$ cat src/rtl/uart_tx_packetizer_pkg.sv
// Shared UART transmit constants and helpers.
//   HEADER_DEFAULT : first byte of every frame unless overridden
//   FRAME_LEN      : bytes per frame (header, four payload bytes, checksum)
//   state_t        : packetizer FSM state encodings
//   payload_chk    : XOR of the four payload bytes
package uart_tx_packetizer_pkg;

  localparam logic [7:0] HEADER_DEFAULT = 8'hA5;
  localparam int         FRAME_LEN      = 6;
  localparam logic [2:0] LAST_IDX       = 3'(FRAME_LEN - 1);

  typedef enum logic [2:0] {
    ST_IDLE     = 3'd0,
    ST_WAIT_RDY = 3'd1,
    ST_STROBE   = 3'd2,
    ST_WAIT_ACK = 3'd3,
    ST_WAIT_END = 3'd4
  } state_t;

  // Header is deliberately excluded from the checksum.
  function automatic logic [7:0] payload_chk(input logic [31:0] p);
    return p[31:24] ^ p[23:16] ^ p[15:8] ^ p[7:0];
  endfunction

endpackage

$ cat src/rtl/uart_tx_packetizer.sv
// Frames a 32-bit payload into six bytes (HEADER, payload MSB..LSB, XOR
// checksum) and hands them one at a time to a UART writer using a
// start/tx_ready handshake. Pacing comes entirely from tx_ready.
//
// Ports:
//   clk      : system clock, rising edge
//   reset    : asynchronous, active-low
//   send     : one-cycle request to transmit a frame
//   payload  : frame data, captured when send is accepted
//   tx_ready : UART writer idle indication
//   start    : one-cycle strobe to the UART writer
//   TX_data  : byte for the UART writer, valid while start is high
//   busy     : high from accepted send until frame completion
//   done     : one-cycle pulse at frame completion
//   dropped  : one-cycle pulse, one cycle after a send that was refused
module uart_tx_packetizer
  import uart_tx_packetizer_pkg::*;
#(
  parameter logic [7:0] HEADER      = HEADER_DEFAULT,
  parameter int         ACK_TIMEOUT = 16
) (
  input  logic        clk,
  input  logic        reset,
  input  logic        send,
  input  logic [31:0] payload,
  input  logic        tx_ready,
  output logic        start,
  output logic [7:0]  TX_data,
  output logic        busy,
  output logic        done,
  output logic        dropped
);

  localparam int TMO_W = $clog2(ACK_TIMEOUT + 1);

  state_t             state;
  logic [2:0]         idx;
  logic [31:0]        payload_q;
  logic [7:0]         chk_q;
  logic [TMO_W-1:0]   tmo_cnt;
  logic [7:0]         cur_byte;
  logic               idx_bad;

  always_comb begin
    cur_byte = 8'h00;
    case (idx)
      3'd0:    cur_byte = HEADER;
      3'd1:    cur_byte = payload_q[31:24];
      3'd2:    cur_byte = payload_q[23:16];
      3'd3:    cur_byte = payload_q[15:8];
      3'd4:    cur_byte = payload_q[7:0];
      3'd5:    cur_byte = chk_q;
      default: cur_byte = 8'h00;
    endcase
  end

  // Index values 6 and 7 can only come from an upset; treat as abort.
  assign idx_bad = (idx > LAST_IDX);

  always_ff @(posedge clk or negedge reset) begin
    if (!reset) begin
      state     <= ST_IDLE;
      idx       <= 3'd0;
      payload_q <= 32'h0;
      chk_q     <= 8'h00;
      tmo_cnt   <= '0;
      start     <= 1'b0;
      TX_data   <= 8'h00;
      busy      <= 1'b0;
      done      <= 1'b0;
      dropped   <= 1'b0;
    end else begin
      start   <= 1'b0;
      done    <= 1'b0;
      dropped <= 1'b0;

      if (send && state != ST_IDLE) begin
        dropped <= 1'b1;
      end

      if (state != ST_IDLE && idx_bad) begin
        state <= ST_IDLE;
        idx   <= 3'd0;
        busy  <= 1'b0;
      end else begin
        case (state)
          ST_IDLE: begin
            // done is still high in the first IDLE cycle; a send landing
            // there is refused so frames start only from a clean IDLE.
            if (send) begin
              if (done) begin
                dropped <= 1'b1;
              end else begin
                payload_q <= payload;
                chk_q     <= payload_chk(payload);
                idx       <= 3'd0;
                busy      <= 1'b1;
                state     <= ST_WAIT_RDY;
              end
            end
          end

          ST_WAIT_RDY: begin
            if (tx_ready) begin
              start   <= 1'b1;
              TX_data <= cur_byte;
              state   <= ST_STROBE;
            end
          end

          ST_STROBE: begin
            tmo_cnt <= '0;
            state   <= ST_WAIT_ACK;
          end

          ST_WAIT_ACK: begin
            if (!tx_ready) begin
              if (idx == LAST_IDX) begin
                state <= ST_WAIT_END;
              end else begin
                idx   <= idx + 3'd1;
                state <= ST_WAIT_RDY;
              end
            end else if (tmo_cnt == TMO_W'(ACK_TIMEOUT - 1)) begin
              // Writer never took the byte: strobe the same index again.
              state <= ST_WAIT_RDY;
            end else begin
              tmo_cnt <= tmo_cnt + 1'b1;
            end
          end

          ST_WAIT_END: begin
            if (tx_ready) begin
              done  <= 1'b1;
              busy  <= 1'b0;
              state <= ST_IDLE;
            end
          end

          default: begin
            state <= ST_IDLE;
            idx   <= 3'd0;
            busy  <= 1'b0;
          end
        endcase
      end
    end
  end

endmodule

$ cat config.mk
export PLATFORM = sky130hd
export DESIGN_NAME = uart_tx_packetizer
export DESIGN_NICKNAME = d
export VERILOG_FILES = /design/src/rtl/uart_tx_packetizer_pkg.sv /design/src/rtl/uart_tx_packetizer.sv
export SDC_FILE = /design/constraint.sdc
export NUM_CORES = 1
export LEC_CHECK = 0
export CAP_MARGIN = 10
export CORE_MARGIN = 5
export CORE_UTILIZATION = 57
export CTS_BUF_LIST = sky130_fd_sc_hd__clkbuf_4 sky130_fd_sc_hd__clkbuf_8 sky130_fd_sc_hd__clkbuf_16
export DETAILED_ROUTE_END_ITERATION = 8
export PLACE_DENSITY_LB_ADDON = 0.25
export SLEW_MARGIN = 40
export SYNTH_ARGS = -nofsm -noshare
export SYNTH_HDL_FRONTEND = slang
export SYNTH_SLANG_ARGS = --single-unit
$ cat constraint.sdc
create_clock -name clk -period 3.55 [get_ports clk]
set_clock_uncertainty 0.15 [all_clocks]
set_input_delay 0.71 -clock clk [delete_from_list [all_inputs] [get_ports clk]]
set_output_delay 0.71 -clock clk [all_outputs]
set_load 0.005 [all_outputs]
* Word level (Yosys, flattened, before mapping)
Index checks and enable logic that the tools add are counted.
Storage, ports and cells: bits of input ports 36, bits in registers 63, word-level logic and storage cells 87, output and inout port bits 12
Operators by class: reductions and logical operators 14, muxes and demuxes 34, bitwise gates (word level) 5, equal/unequal tests 21, $add $sub $neg 2, order comparisons 1
Operator list (number):
- 8-bit case mux with 6 select lines | 1
- 3-bit 2-to-1 mux | 13
- 8-bit XOR | 3
- 3-bit != test, second input constant | 6
- 3-bit case mux with 5 select lines | 1
- 1-bit 2-to-1 mux | 14
- 3-bit by 2-bit equality test with 1-bit output, second input constant | 4
- 4-bit AND reduction | 3
- 5-bit 2-to-1 mux | 2
- 5-bit case mux with 2 select lines | 1
- 5-bit AND reduction | 2
- 3-bit equality test, second input constant | 3
- 3-bit case mux with 3 select lines | 1
- 3-bit by 1-bit equality test with 1-bit output, second input constant | 2
- 3-bit zero test | 2
- 3-bit OR reduction | 2
- 5-bit by 1-bit adder with 5-bit output, second input constant | 1
- 5-bit by 4-bit equality test with 1-bit output, second input constant | 1
- 2-bit by 1-bit != test with 1-bit output, second input constant | 2
- 2-bit != test, second input constant | 2
- 4-bit != test, second input constant | 1
- 3-bit by 1-bit adder with 3-bit output, second input constant | 1
- 3-bit > comparator, second input constant | 1
- 1-bit case mux with 3 select lines | 1
- 5 further kinds | 7

* Longest topological paths before layout
depth in word-level cells 7, mapped depth 9, gate-level depth less buffers 7

* Worst setup path before layout
OpenSTA, ideal clock, no wires.
path kind input -> register, start input send, end register payload_q[7], arrival time 1.817 ns, required time 3.273 ns, stages on the path 4, library setup time 0.127 ns, slack 1.456 ns, buffers on the path 1, cells stage by stage or4b_4 nor2_4 buf_4 mux2_1
Between the ends: longest elaborated chain between the ends 1
Ends and longest elaborated chain:
- start: declaration | RTL line uart_tx_packetizer.sv:24 | input logic send,
- 4-bit AND reduction (no line)
- end signal: assignment | RTL line uart_tx_packetizer.sv:94 | payload_q <= payload;
- end: declaration | RTL line uart_tx_packetizer.sv:38 | logic [31:0] payload_q;
Every way passes these cells. A chain may end at the register's enable or synchronous reset.

* Worst setup path after layout
start input send, end register payload_q[13]
The elaborated chain is that of the path after synthesis.

==> qor.csv <==
stage,metric,value,unit
yosys,synth-async-reset-ratio,100.0,%
final_layout,regArea,1577,sq um
pwr,power_frac_clock,22.2,%
flow_run,maxCapViolations,0,
yosys,avgSynthCellArea,11.53,sq um
pwr,power_switching_share,33.42,%
detailed_routing,vias_per_cell,5.618,
yosys,synthFlopType,dfrtp_1,
worst_hold_path,hold_path_class,in2async,
global_route,busiest_layer,met2,
die,die_area,7132,sq um
yosys,syn-cell-area,3159,sq um
clocking,htree_levels,3,
global_route,grt_start_max_net_pins,45,
clocking,clk_pin_slew,0.07,ns
place,place.gp.congestion,0.7529,
global_route,use_met1,26.10,%
final_layout,fill_cells,410,
die,die_w,84.45,um
sta,slew_headroom,58.65,%
detailed_routing,initialDrtViolationCount,135,
detailed_routing,avgRoutedWirePerCell,15.90,um
clocking,cts_resized,0,
yosys,synth_cells,274,
clocking,clk_latency,0.36,ns
final_layout,diodes,0,
die,start_util,58.09,%
detailed_routing,drc,0,
global_route,overflow,0,
pwr,p_int,1.857,mW
yosys,ys_ff_latch,63,
final_layout,nNetsFinal,366,
yosys,ys_warn_count,0,
sta,tightestPinTransition,0.6190,ns
detailed_routing,drtAntennaViolNets,0,
clocking,cts_buffers,9,
place,pre_cts_ws,0.7099,ns
clocking,cts_tree,yes,
final_layout,final_common_cell,dfrtp_1,
detailed_routing,vias,2247,
sta,rsz0062_at_grt,no,
pwr,power.leakage,1.583,nW
sta,worst_slack,1.082,ns
final_layout,final_cell_mix,"dfrtp_1, clkdlybuf4s50_1, mux2_1, xnor2_1, a21oi_1",
clocking,clockBufferDepth,2,
clocking,cts_hold_buf,0,
pwr,power-per-cell-area,719.0,nW/um^2
sta,maxSlewViolCount,0,
setup_path,crit_family,buffers and inverters,
setup_path,cp_max_fo,44,
detailed_routing,dr.pass1.iters,4,
final_layout,multi_input_area,1469,sq um
setup_path,crit_required,3.63,ns
die,die_h,84.45,um
global_route,antenna_found_initial,0,
setup_path,crit_chain,clkdlybuf4s50_1 -> or4b_4 -> nor2_4 -> buf_12 -> mux2_1,
pwr,seqPwrFrac,45.8,%
clocking,cts.sinks,63,
global_route,grt_pass1_vias,2338,
yosys,synth-seq-area-share,49.90,%
pwr,combPwrFrac,32.0,%
final_layout,drive_above_1_share,10.06,%
sta,fin_crit,2.468,ns
outcome,status,"complete, no violations",
die,rows,27,
pwr,ir_worst_vdd,0.4885,mV
clocking,cts_setup_buffers,0,
detailed_routing,wirelength,6.358,mm
pwr,p_total,2.789,mW
setup_path,end_kind,flip-flop,
sta,max_freq,405.1,MHz
yosys,synth.distinct_cells,46,
sta,final.setup.tns,0,ns
place,io_buffer_count,47,
die,design.core.area,5439,sq um
setup_path,cp_slowest_cell,or4b_4,
sta,finalCritPeriodShare,69.53,%
global_route,grt_first_pass_wirelength,11.10,mm
setup_path,max_stage_delay,0.50,ns
sta,setup_viol,0,
yosys,syn-num-nets,317,
setup_path,worstSetupPathType,in2reg,
clocking,cts-root-buf,clkbuf_8,
sta,whs,0.1123,ns
global_route,grtUsageTotal,19.72,%
setup_path,crit_buf_inv,2,
setup_path,crit_arrival,2.55,ns
die,io_pins,48,
global_route,grtUsageMet3,4.024,%
final_layout,area_delta_synth_final,22.77,%
yosys,synth_edf_count,0,
global_route,met2_usage,30.34,%
place,hpwl,4.386,mm
pwr,p_sw,0.9320,mW
sta,hold_viol_final,0,
setup_path,cp-start-kind,input port,
## area by class of cell
class                           instances  share of cell area (%)
Clock buffer                            9                   3.194
Multi-Input combinational cell        190                   37.87
Tap cell                               72                   2.323
Clock inverter                          7                   1.903
Inverter                                6                  0.5806
Sequential cell                        63                   40.65
Timing Repair Buffer                   53                   13.48
## layer usage
layer	up-vias	wire, um	share of wire, %
met1	1087	2823	44
met3	16	398	6.3
li1	1090	-	-
met4	0	147	2.3
met2	54	2989	47
met5	-	0	0
## state kept, by name, indices dropped and copies added, names as in the netlist
register / flops
busy: 1
dropped: 1
idx: 3
tmo_cnt: 5
chk_q: 8
start: 1
payload_q: 32
TX_data: 8
state: 3
done: 1
## power groups by stage
stage	Combinational [mW]	Clock (mW)	Sequential, mW
after global routing	0.996	0.666	1.32
after detailed placement	0.901	0	1.28
after CTS	0.906	0.631	1.27
after global placement	0.866	0	1.27
after floorplan	0.656	0	1.19
final	0.891	0.620	1.28
## path summary, 6_finish.rpt
kind	cells past startpoint	end	slack, ns	startpoint
max	5	payload_q[13]	1.08	send
min	1	state[1]	0.11	reset
max reg2reg	4	payload_q[13]	1.18	state[0]
min reg2reg	1	busy	0.34	busy
max in group asynchronous	2	payload_q[31]	2.47	reset
min in group clk	1	busy	0.34	busy
## cell usage after synthesis, types with 2 or more instances
cell,count,area [sq um]
mux2_1,32,360.4
a31oi_1,2,12.51
o211ai_1,5,37.54
a211oi_1,2,15.01
nand3_1,3,15.01
a21oi_1,16,80.08
nor2b_1,3,18.77
xnor2_1,24,210.2
and3_1,2,12.51
a21oi_2,2,17.52
buf_6,3,33.78
nor2_1,15,56.30
a22oi_1,7,52.55
o21a_1,6,45.04
mux2_2,4,45.04
clkbuf_1,4,15.01
o21ai_0,11,55.05
buf_2,7,35.03
a222oi_1,3,30.03
ha_1,7,87.58
inv_1,5,18.77
a22o_1,5,43.79
nand2_1,15,56.30
nand4_1,5,31.28
dfrtp_1,63,1577
nand2b_1,3,18.77
## kinds of logic after synthesis
logic type	count (synthesis)	share of synthesized area (%)
adder cells (fa/ha/maj)	7	2.772
AND/OR/NAND/NOR	55	9.307
AO/OA/AOI/OAI	67	14.61
XOR/XNOR	24	6.653
buffers and inverters	21	3.604
flip-flops	63	49.90
multiplexers	37	13.15
## stage by stage
stage	instances	util, %	instance area [sq um]
after CTS	400	71.31	3879
after floorplan	274	-	3159
after global placement	384	67.68	3681
after global routing	400	71.31	3879
after detailed placement	384	67.68	3681
final	400	71.31	3879
Note: power is estimated with default switching activity, not from simulation.
